$ cat src/rtl/uart_rx.sv
// uart_rx -- asynchronous serial receiver (8N1, or 8E1 with parity).
//
// Recovers frames from the idle-high serial line, samples each bit at
// mid-period and presents good bytes on a valid/ready holding register.
// Framing, parity and overrun errors are reported as one-cycle pulses.
//
// Optional feature macro: UART_RX_PARITY_EN
//   defined   -> 11-bit frame (start, 8 data, even parity, stop), parity_err live
//   undefined -> 10-bit frame, parity_err tied 0
//
// Parameters
//   CLKS_PER_BIT  clock cycles per bit; even and >= 8
// Ports
//   clk         system clock, rising edge
//   rst_n       asynchronous active-low reset
//   rxd         serial line, asynchronous to clk
//   rx_data     received byte (LSB = first data bit on the wire)
//   rx_valid    rx_data holds an unconsumed byte
//   rx_ready    consumer takes rx_data when rx_valid && rx_ready
//   busy        receiver is not idle
//   frame_err   pulse: stop bit sampled low, byte discarded
//   parity_err  pulse: parity mismatch, byte discarded
//   overrun     pulse: good byte dropped because the holding register was full
module uart_rx #(
    parameter int CLKS_PER_BIT = 5208
) (
    input  logic       clk,
    input  logic       rst_n,
    input  logic       rxd,
    output logic [7:0] rx_data,
    output logic       rx_valid,
    input  logic       rx_ready,
    output logic       busy,
    output logic       frame_err,
    output logic       parity_err,
    output logic       overrun
);

    localparam int            CW       = $clog2(CLKS_PER_BIT + 1);
    localparam logic [CW-1:0] CNT_HALF = CW'(CLKS_PER_BIT / 2 - 1);
    localparam logic [CW-1:0] CNT_LAST = CW'(CLKS_PER_BIT - 1);
    localparam logic [CW-1:0] CNT_DONE = CW'(CLKS_PER_BIT);

    typedef enum logic [2:0] {
        S_IDLE,
        S_START,
        S_DATA,
`ifdef UART_RX_PARITY_EN
        S_PARITY,
`endif
        S_STOP
    } state_t;

    state_t        state_q, state_n;
    logic [1:0]    sync_q;
    logic          rxs, rxs_d, fall;
    logic [CW-1:0] cnt_q;
    logic [2:0]    bit_q;
    logic [7:0]    shift_q;
    logic          stop_q;
    logic          tick;
    logic          done, take, good, load, fe_d, ov_d, par_bad;

    // ------------------------------------------------------------------
    // Input synchronizer plus one extra stage for falling-edge detection.
    // Requiring a real high->low edge also keeps a break (line held low
    // after a frame error) from ever starting a new frame.
    // ------------------------------------------------------------------
    always_ff @(posedge clk or negedge rst_n) begin
        if (!rst_n) begin
            sync_q <= 2'b11;
            rxs_d  <= 1'b1;
        end else begin
            sync_q <= {sync_q[0], rxd};
            rxs_d  <= sync_q[1];
        end
    end

    assign rxs  = sync_q[1];
    assign fall = rxs_d & ~rxs;

    // Sample strobe: half a bit into START, then once per bit period.
    always_comb begin
        tick = 1'b0;
        case (state_q)
            S_START:        tick = (cnt_q == CNT_HALF);
            S_DATA, S_STOP: tick = (cnt_q == CNT_LAST);
`ifdef UART_RX_PARITY_EN
            S_PARITY:       tick = (cnt_q == CNT_LAST);
`endif
            default:        tick = 1'b0;
        endcase
    end

    // ------------------------------------------------------------------
    // FSM: state register
    // ------------------------------------------------------------------
    always_ff @(posedge clk or negedge rst_n) begin
        if (!rst_n) state_q <= S_IDLE;
        else        state_q <= state_n;
    end

    // ------------------------------------------------------------------
    // FSM: next state
    // STOP lingers one cycle past its sample (cnt == CLKS_PER_BIT) so the
    // commit/error decision is registered on the way back to IDLE.
    // ------------------------------------------------------------------
    always_comb begin
        state_n = state_q;
        case (state_q)
            S_IDLE:  if (fall) state_n = S_START;
            S_START: if (tick) state_n = rxs ? S_IDLE : S_DATA;
            S_DATA: begin
                if (tick && bit_q == 3'd7) begin
`ifdef UART_RX_PARITY_EN
                    state_n = S_PARITY;
`else
                    state_n = S_STOP;
`endif
                end
            end
`ifdef UART_RX_PARITY_EN
            S_PARITY: if (tick) state_n = S_STOP;
`endif
            S_STOP:  if (cnt_q == CNT_DONE) state_n = S_IDLE;
            default: state_n = S_IDLE;
        endcase
    end

    // ------------------------------------------------------------------
    // Bit timing counter and shift datapath
    // ------------------------------------------------------------------
    always_ff @(posedge clk or negedge rst_n) begin
        if (!rst_n) begin
            cnt_q   <= '0;
            bit_q   <= '0;
            shift_q <= '0;
            stop_q  <= 1'b0;
        end else begin
            // Restart the period on every state change and on each data
            // sample; STOP keeps counting past its sample to CNT_DONE.
            if (state_q == S_IDLE || state_n != state_q || (tick && state_q == S_DATA))
                cnt_q <= '0;
            else
                cnt_q <= cnt_q + 1'b1;

            if (state_q == S_IDLE) begin
                bit_q <= '0;
            end else if (state_q == S_DATA && tick) begin
                shift_q <= {rxs, shift_q[7:1]};
                bit_q   <= bit_q + 1'b1;
            end

            if (state_q == S_STOP && tick)
                stop_q <= rxs;
        end
    end

`ifdef UART_RX_PARITY_EN
    logic par_q;
    logic pe_d;

    always_ff @(posedge clk or negedge rst_n) begin
        if (!rst_n)                       par_q <= 1'b0;
        else if (state_q == S_PARITY && tick) par_q <= rxs;
    end

    // Even parity: data bits plus parity bit must have an even count of ones.
    assign par_bad = ^{shift_q, par_q};
    // A bad stop bit takes precedence over a parity error.
    assign pe_d    = done && stop_q && par_bad;

    always_ff @(posedge clk or negedge rst_n) begin
        if (!rst_n) parity_err <= 1'b0;
        else        parity_err <= pe_d;
    end
`else
    assign par_bad    = 1'b0;
    assign parity_err = 1'b0;
`endif

    // ------------------------------------------------------------------
    // FSM: outputs / commit decision
    // ------------------------------------------------------------------
    always_comb begin
        busy = (state_q != S_IDLE);
        done = (state_q == S_STOP) && (cnt_q == CNT_DONE);
        take = rx_valid && rx_ready;
        fe_d = done && !stop_q;
        good = done && stop_q && !par_bad;
        // A byte consumed on the commit cycle frees the slot for the new one.
        load = good && (!rx_valid || take);
        ov_d = good && !load;
    end

    always_ff @(posedge clk or negedge rst_n) begin
        if (!rst_n) begin
            rx_data   <= '0;
            rx_valid  <= 1'b0;
            frame_err <= 1'b0;
            overrun   <= 1'b0;
        end else begin
            if (load) begin
                rx_data  <= shift_q;
                rx_valid <= 1'b1;
            end else if (take) begin
                rx_valid <= 1'b0;
            end
            frame_err <= fe_d;
            overrun   <= ov_d;
        end
    end

endmodule
$ cat config.mk
export PLATFORM = sky130hd
export DESIGN_NAME = uart_rx
export DESIGN_NICKNAME = d
export VERILOG_FILES = /design/src/rtl/uart_rx.sv
export SDC_FILE = /design/constraint.sdc
export NUM_CORES = 1
export LEC_CHECK = 0
export ABC_AREA = 1
export CELL_PAD_IN_SITES_DETAIL_PLACEMENT = 1
export CELL_PAD_IN_SITES_GLOBAL_PLACEMENT = 1
export CORE_MARGIN = 2
export CORE_UTILIZATION = 39
export DETAILED_ROUTE_END_ITERATION = 6
export GPL_ROUTABILITY_DRIVEN = 0
export PLACE_DENSITY_LB_ADDON = 0.1
export SYNTH_ARGS = -nofsm -noshare
export SYNTH_HDL_FRONTEND = slang
export SYNTH_SLANG_ARGS = --single-unit
export TNS_END_PERCENT = 20
$ cat constraint.sdc
create_clock -name clk -period 2.15 [get_ports clk]
set_clock_uncertainty 0.05 [all_clocks]
set_input_delay 0.43 -clock clk [delete_from_list [all_inputs] [get_ports clk]]
set_output_delay 0.43 -clock clk [all_outputs]
set_load 0.02 [all_outputs]
Word level (Yosys, flattened, before mapping)
Index checks and enable logic that the tools add are counted.
{ "word_totals": {"regBits": 42, "input_bits": 4, "out_inout_bits": 13, "elab_cells": 57} }
{ "op_classes": {"add_sub_neg": 2, "n_eq_ne": 8, "muxes": 12, "n_bitwise": 3, "reduce_logical": 21} }
{ "op_table": {"columns": ["cell", "count"], "rows": [
  ["13-bit == test, second input constant", 2],
  ["3-bit two-way mux", 6],
  ["13-bit by 1-bit adder with 13-bit output, second input constant", 1],
  ["13-bit by 12-bit == test with 1-bit output, second input constant", 1],
  ["13-bit two-way mux", 1],
  ["3-bit one-hot mux with 4 select lines", 1],
  ["1-bit logical AND", 9],
  ["3-bit by 2-bit == test with 1-bit output, second input constant", 2],
  ["2-bit nonzero test", 2],
  ["3-bit by 1-bit adder with 3-bit output, second input constant", 1],
  ["3-bit by 1-bit == test with 1-bit output, second input constant", 1],
  ["3-bit == test, second input constant", 1],
  ["1-bit logical NOT", 3],
  ["3-bit logical NOT", 1],
  ["1-bit logical OR", 3],
  ["3-bit inequality test", 1],
  ["3-bit nonzero test", 1],
  ["1-bit two-way mux", 2],
  ["2-bit two-way mux", 1],
  ["1-bit inverter", 2],
  ["1-bit one-hot mux with 2 select lines", 1],
  ["2-bit AND reduction", 1],
  ["2-bit OR reduction", 1],
  ["1-bit AND", 1]
]} }

Depth between registers and ports, before layout
Gate-level depths: netlist (run 1).
{ "logic_depth": {"ltp_word": 10, "mapped_depth": 12, "depth_no_buf": 11} }

Worst setup path after synthesis (run 1)
No wires, ideal clock.
{ "synth_path": {"kind": "reg2reg", "startpoint": "register cnt_q[0]", "endpoint": "register cnt_q[7]", "setup_time_ns": 0.128, "arrival_time_ns": 1.471, "t_required_ns": 1.972, "path_slack_ns": 0.501, "stages_incl_launch_ff": 10, "path_buffers": 1, "synth_period_minus_slack_ns": 1.649, "path_cell_list": "dfrtp_1 > ha_1 > inv_1 > nor2_1 > nand3b_4 > nand2_2 > nor2_2 > nand2_2 > buf_12 > nor2_4"} }
{ "synth_between": {"elab_chain_len": 9, "elab_cells_between_ends": 15, "classes_between": "1 x add/sub; 4 x eq/ne; 6 x mux; 4 x reduce/logical"} }
{ "synth_rtl": {"columns": ["element", "line", "source"], "rows": [
  ["start: declaration", "57", "logic [CW-1:0] cnt_q;"],
  ["start signal: assignment", "145", "cnt_q <= cnt_q + 1'b1;"],
  ["13-bit == test or 13-bit by 12-bit == test with 1-bit output (tied branches)", "87, 86", null],
  ["1-bit one-hot mux with 2 select lines", "85", "case (state_q)"],
  ["1-bit logical AND", "114", "if (tick && bit_q == 3'd7) begin"],
  ["3-bit two-way mux", "114", null],
  ["3-bit one-hot mux with 4 select lines", "110", "case (state_q)"],
  ["3-bit inequality test", "142", "if (state_q == S_IDLE || state_n != state_q || (tick && state_q == S_DATA))"],
  ["1-bit logical OR (2 in a row)", "142", null],
  ["13-bit two-way mux *", "142", null]
]} }
Every way passes the cells marked *; elsewhere a longest branch is shown, timed or not.
A chain may end at the register's enable or synchronous reset.

Final worst setup path (run 1)
{ "layout_path": {"startpoint": "register cnt_q[0]", "endpoint": "register cnt_q[0]"} }
The elaborated chain is that of the path after synthesis.

==> reports/qor.csv, run 1 <==
stage;metric;value;unit
status;status;completed;
detailed_routing;Antenna Nets Post-Route;0;
floorplan;Rows;26;
detailed_routing;iteration-0 DRC count of the detailed router;149;
floorplan;die width;77.0;µm
clock_network;total CTS buffers;5;
detailed_routing;DRC errors left;0;
yosys;Cells after Synth;227;
global_routing;vias in the first global route;1574;
detailed_routing;Pre-antenna DRT Iters;4;
floorplan;die area;5920;µm²
yosys;largest family of logic cells by synthesized area;simple AND/OR/NAND/NOR gates;
yosys;yosys warns;0;
yosys;Post-Synth Simple-Gate Area;28.2;%
place;I/O Buffers;15;
critical_path;arrival time at the worst endpoint;1.93;ns
sta;# setup viols final;0;
yosys;mux share of post-synthesis cell area;0.482;%
critical_path;Worst R2R Start;cnt_q[0];
detailed_routing;vias per cell;4.57;
power;PwrDens;609;nW/µm²
yosys;Synth Area in XOR/XNOR;2.53;%
clock_network;CTS tree;yes;
finish;Area Overhead vs Synth;17.2;%
clock_network;Clock Latency Late Sink;0.29;ns
detailed_routing;Routed wire per std cell;12.3;µm
power;Seq pwr share;54.2;%
sta;Tmin final;1.80;ns
clock_network;postcts setup bufs;0;
power;Clk pwr share;41.5;%
finish;final core area utilization;47.6;%
yosys;post-synthesis sequential area ratio;50.8;%
yosys;Synth cell types;29;
sta;fin crit share;83.6;%
finish;ANT cells;0;
floorplan;Initial Utilization;40.6;%
detailed_routing;final wirelength;3970;µm
finish;commonest non-fill, non-tap cell in the layout;nand2_1;
global_routing;GRT overflow;0;
critical_path;r2r setup slk;0.35;ns
clock_network;clock transition at the registers of the reported paths;0.08;ns
finish;Fill cells;635;
yosys;mapped cell area;2080;µm²
sta;f_max;556;MHz
power;PnR Total Power;1.48;mW
power;Net Sw Power;318;µW
yosys;mean post-synth cell area;9.14;µm²
sta;Rel. slew slack;60.2;%
power;Pint;1.16;mW
critical_path;Crit Path Category;reg2reg;
power;Static Leak;1.09;nW
detailed_routing;Vias;1473;
sta;measured slew at the worst slew-check pin;0.597;ns
finish;nets@finish;259;
yosys;Synth Area in Compound Gates;7.17;%
critical_path;worst endpoint required time;2.28;ns
sta;Final Slew Violations;0;
floorplan;Die H;77.0;µm
finish;most frequent cells in the layout;51 x nand2_1, 38 x dfrtp_1, 31 x inv_1;
global_routing;largest net degree at the start of global routing;29;
floorplan;Top Ports;17;
clock_network;Clock Path Buffers;2;
global_routing;first-pass GRT wire length;7360;µm
clock_network;Num Clock Sinks;42;
job;max_cap viols;0;
critical_path;CP endpoint kind;flip-flop;
min_path;HP Class;in2async;
clock_network;Post-CTS Hold Buffers;0;
power;switch share;21.5;%
finish;ratio of cells with drive above 1 in the final layout;19.4;%
sta;final hold violation count;0;
critical_path;CP max FO;13;
yosys;post-synthesis adder-cell area fraction;2.41;%
clock_network;H-Tree Depth;2;
sta;RSZ-0062 raised after global routing;no;
floorplan;core area;5110;µm²
global_routing;initial antenna violation count;0;
power;maximum VDD drop;0.000215;V
critical_path;element type at the critical path start;flip-flop;
power;combinational share of power;4.2;%
critical_path;CP Launch Point;cnt_q[0];
clock_network;post-cts gate resize count;0;
clock_network;Clock Tree Root;clkbuf_8;
sta;Setup TNS;0;ns
place;HPWL Detailed;3000;µm
global_routing;Total GRT Usage;15.8;%
yosys;flops & latches, synth;42;
layer usage:
layer,GRT usage (%),vias to the layer above,part of all wire (%)
met2,23.7,17,45
li1,-,746,-
met1,21.6,703,50
met5,0,-,0
met4,6.00,0,1.7
met3,4.47,7,3.4
Yosys cell counts, drive strengths merged:
cell type / n / area (µm²)
nand2: 55 / 221
dfrtp: 39 / 976
inv: 34 / 128
nor2: 33 / 206
o21ai: 22 / 136
nand3: 14 / 80.1
xor2: 6 / 52.6
nand4: 5 / 37.5
ha: 4 / 50.1
buf: 3 / 38.8
dfstp: 3 / 78.8
nor3: 3 / 20.0
a21oi: 1 / 5.00
clkbuf: 1 / 3.75
conb: 1 / 3.75
mux2i: 1 / 10.0
nand3b: 1 / 20.0
o211ai: 1 / 7.51
worst paths after layout:
path,endpoint,depth (start not counted)
hold reg to reg,sync_q[1],0
hold / removal,rx_data[1],1
min in group clk,sync_q[1],0
max in group asynchronous,sync_q[0],2
setup / recovery,cnt_q[0],10
setup reg to reg,cnt_q[0],10
sequential cells by signal (all words and copies together) (netlist names):
| register | count |
|---|---|
| rx_valid | 1 |
| cnt_q | 13 |
| rx_data | 8 |
| state_q | 3 |
| frame_err | 1 |
| overrun | 1 |
| sync_q | 2 |
| bit_q | 3 |
| shift_q | 8 |
| rxs_d | 1 |
| stop_q | 1 |
cell type report:
class	count	area [µm²]	share of cell area (%)
Clock inverter	2	37.5	1.54
Inverter	34	128	5.24
Tap cell	70	87.6	3.60
Timing Repair Buffer	20	198	8.12
Clock buffer	6	72.6	2.98
Multi-Input combinational cell	148	855	35.1
Sequential cell	42	1060	43.4
critical path, cell delays in order, from the launching register on:
cell and delay, ns:
dfrtp_1 0.41, inv_1 0.07, ha_1 0.14, nand3_1 0.07, nor2_1 0.15, nand3_1 0.14, a21oi_1 0.20, nand4_1 0.13
nand2_2 0.09, buf_12 0.18, nor2_1 0.06
cell families (layout without fill, tap and decap cells):
kind of cell             Yosys count  after routing
AND/OR/NAND/NOR                  111            111
flip-flops                        42             42
buffers and inverters             38             62
AO/OA/AOI/OAI                     24             24
XOR/XNOR                           6              6
adder cells (fa/ha/maj)            4              4
other                              1              2
multiplexers                       1              1
power groups by stage:
stage	Combinational, mW	Clock (mW)	Sequential [mW]
floorplan	0.0342	0	0.818
detailed placement	0.0658	0	0.819
global placement	0.0654	0	0.819
CTS	0.0654	0.644	0.804
global route	0.0722	0.682	0.806
finish	0.0627	0.616	0.804
stage by stage:
stage	std cells	hold slack, ns	area [µm²]	setup WS, ns
final	322	0.0849	2430	0.352
after global routing	322	0.116	2430	0.134
after CTS	322	0.107	2430	0.00288
after detailed placement	314	0.297	2320	0.339
after global placement	314	0.300	2320	0.354
after floorplan	228	0.0844	2080	0.501
(Power assumes the default switching activity.)
==> run 2: changes to the inputs <==
clock period = 1.6 ns   (was 2.15 ns; I/O delays follow)
==> run 2 against run 1 <==
  * The flow now finishes with violations (negative setup slack)
  * Die area unchanged
  * Routed wire length up 23%
  * Clock power is 15% higher
  * Highest routed layer unchanged
  * Critical endpoint is now cnt_q[4]
  * Via count is 14% higher
  * Count of clock-buffer cells in the layout did not move
==> reports/qor.csv, run 2 (synthesis gave the netlist of run 1 again) <==
stage;metric;value;unit;change
detailed_routing;iteration-0 DRC count of the detailed router;55;;was 149
critical_path;Crit Path Category;reg2reg;;unchanged
detailed_routing;Antenna Nets Post-Route;0;;unchanged
sta;Tmin final;1.72;ns;was 1.80 ns
floorplan;die width;77.0;µm;unchanged
power;combinational share of power;6.2;%;was 4.2%
power;switch share;23.1;%;was 21.5%
sta;final hold violation count;0;;unchanged
power;maximum VDD drop;0.000348;V;was 0.000215 V
critical_path;Critical Path, Cell by Cell;ha_2 > inv_1 > nor2_2 > buf_6 > nand2_1 > nand2_1 > nand4_1 > nand2_2 > clkbuf_16 > nor2_4;;was inv_1 > ha_1 > nand3_1 > nor2_1 > nand3_1 > a21oi_1 > nand4_1 > nand2_2 > buf_12 > nor2_1
min_path;HP Class;reg2reg;;was in2async
finish;commonest non-fill, non-tap cell in the layout;nand2_1;;unchanged
place;HPWL Detailed;3290;µm;was 3000 µm
detailed_routing;Routed wire per std cell;13.5;µm;was 12.3 µm
critical_path;worst endpoint required time;1.73;ns;was 2.28 ns
clock_network;clock transition at the registers of the reported paths;0.08;ns;about the same
critical_path;CP max FO;6;;was 13
floorplan;Rows;26;;unchanged
finish;Area Overhead vs Synth;37.6;%;was 17.2%
clock_network;H-Tree Depth;2;;unchanged
critical_path;arrival time at the worst endpoint;1.85;ns;was 1.93 ns
status;status;complete, but fails checks;;was completed
sta;# setup viols final;21;;was 0
floorplan;die area;5920;µm²;unchanged
finish;ratio of cells with drive above 1 in the final layout;40.7;%;was 19.4%
clock_network;total CTS buffers;5;;unchanged
detailed_routing;final wirelength;4870;µm;was 3970 µm
clock_network;Clock Latency Late Sink;0.30;ns;was 0.29 ns
finish;fin cells;360;;was 322
global_routing;vias in the first global route;1816;;was 1,574
place;Inst Count DP;341;;was 314
power;Clk pwr share;37.2;%;was 41.5%
critical_path;CP endpoint kind;flip-flop;;unchanged
sta;f_max;583;MHz;was 556 MHz
critical_path;reg2reg path depth;10;;unchanged
global_routing;Total GRT Usage;18.0;%;was 15.8%
status;failing checks;negative setup slack;;
finish;most frequent cells in the layout;40 x nand2_1, 38 x dfrtp_1, 36 x buf_4;;was 51 x nand2_1, 38 x dfrtp_1, 31 x inv_1
detailed_routing;Vias;1674;;was 1,473
floorplan;Die H;77.0;µm;unchanged
clock_network;CTS tree;yes;;unchanged
global_routing;first-pass GRT wire length;8420;µm;was 7360 µm
min_path;Hold Path Stages;0;;
finish;max reg flops;13;;unchanged
finish;ANT cells;0;;unchanged
power;PwrDens;669;nW/µm²;was 609 nW/µm²
finish;nets@finish;297;;was 259
clock_network;Clock Path Buffers;2;;unchanged
job;max_cap viols;0;;unchanged
sta;RSZ-0062 raised after global routing;yes;;was no
sta;slack of the critical path;-0.117;ns;was 0.352 ns
global_routing;largest net degree at the start of global routing;43;;was 29
finish;final core area utilization;55.9;%;was 47.6%
place;I/O Buffers;15;;unchanged
critical_path;Max stage delay on crit path;0.38;ns;was 0.41 ns
power;Pint;1.47;mW;was 1.16 mW
detailed_routing;vias per cell;4.65;;was 4.57
critical_path;Slowest cell on crit path;dfrtp_1;;unchanged
critical_path;element type at the critical path start;flip-flop;;unchanged
global_routing;initial antenna violation count;0;;unchanged
clock_network;Num Clock Sinks;42;;unchanged
critical_path;Crit path top cell by count;nand2_1;;
floorplan;core area;5110;µm²;unchanged
detailed_routing;Pre-antenna DRT Iters;4;;unchanged
power;Static Leak;1.36;nW;was 1.09 nW
floorplan;Initial Utilization;40.6;%;unchanged
floorplan;Top Ports;17;;unchanged
global_routing;GRT overflow;0;;unchanged
power;Seq pwr share;56.6;%;was 54.2%
power;Net Sw Power;441;µW;was 318 µW
sta;fin crit share;107;%;was 83.6%
finish;Reg with most FFs;cnt_q;;unchanged
detailed_routing;DRC errors left;0;;unchanged
clock_network;Clock Tree Root;clkbuf_8;;unchanged
finish;biggest regs;cnt_q x13, rx_data x8, shift_q x8;;unchanged
sta;Final Slew Violations;0;;unchanged
## run 2: cell count changes in the layout (fill, tap and decap cells not counted), moves of 7 or more
cell	before	now
buf_4	4	36
clkdlybuf4s50_1	13	2
nand2_1	51	40
dlygate4sd2_1	0	10
nand2_2	3	13
nor2_1	20	10
nor2_2	3	10
## run 2: worst paths after layout
kind	start	endpoint	slack [ns]
worst max register to register	cnt_q[1]	cnt_q[4]	-0.12
worst max-delay path	cnt_q[1]	cnt_q[4]	-0.12
max in group asynchronous	rst_n	sync_q[1]	0.76
worst min-delay path	sync_q[0]	sync_q[1]	0.31
min in group asynchronous	rst_n	cnt_q[7]	0.47
worst min register to register	sync_q[0]	sync_q[1]	0.31
## run 2: stage by stage
stage	TNS (ns)	cell area (µm²)	power (mW)	worst slack [ns]	hold slack (ns)
2_1_floorplan	-0.162	2090	1.15	-0.0233	-0.0256
3_3_place_gp	-2.05	2550	1.21	-0.145	0.265
3_5_place_dp	-2.78	2550	1.21	-0.184	0.264
4_1_cts	-2.13	2750	1.94	-0.123	0.314
5_1_grt	-4.98	2860	2.00	-0.282	0.322
6_report	-1.90	2860	1.91	-0.117	0.312
## run 2: power by group through the flow
| stage | Clock [mW] | Sequential (mW) | Combinational (mW) |
|---|---|---|---|
| 6_report | 0.710 | 1.08 | 0.119 |
| 5_1_grt | 0.782 | 1.08 | 0.134 |
| 4_1_cts | 0.740 | 1.08 | 0.118 |
| 3_5_place_dp | 0 | 1.10 | 0.108 |
| 3_3_place_gp | 0 | 1.10 | 0.107 |
| 2_1_floorplan | 0 | 1.10 | 0.0461 |
## run 2: metal layers
layer  share of wire [%]  up-vias  global-route usage, %
li1                    -      827                      -
met1                  47      818                   23.8
met2                  49       19                   29.4
met3                 2.2       10                   4.00
met4                 1.9        0                   6.00
met5                   0        -                      0
## run 2: repair_timing
| action | in CTS | in global routing |
|---|---|---|
| hold buffers | 1 | 0 |
| gates cloned | 2 | 0 |
| setup endpoints to repair | 32 | 34 |
| resized for setup | 28 | 28 |
| buffers inserted | 3 | 5 |
| hold endpoints to repair | 39 | 0 |
| pin swaps | 5 | 12 |
## run 2: cell type report
type	instances	area, µm²
Inverter	34	128
Clock buffer	6	82.6
Fill cell	595	2250
Multi-Input combinational cell	149	986
Timing Repair Buffer	57	504
Clock inverter	2	12.5
Tap cell	70	87.6
Sequential cell	42	1060
## run 2: critical path, delay by kind of cell (launching register included)
| kind | cells | cell delay, ns |
|---|---|---|
| buf+inv | 3 | 0.41 |
| flops | 1 | 0.38 |
| simple gates | 6 | 0.54 |
| fa+ha+maj | 1 | 0.21 |
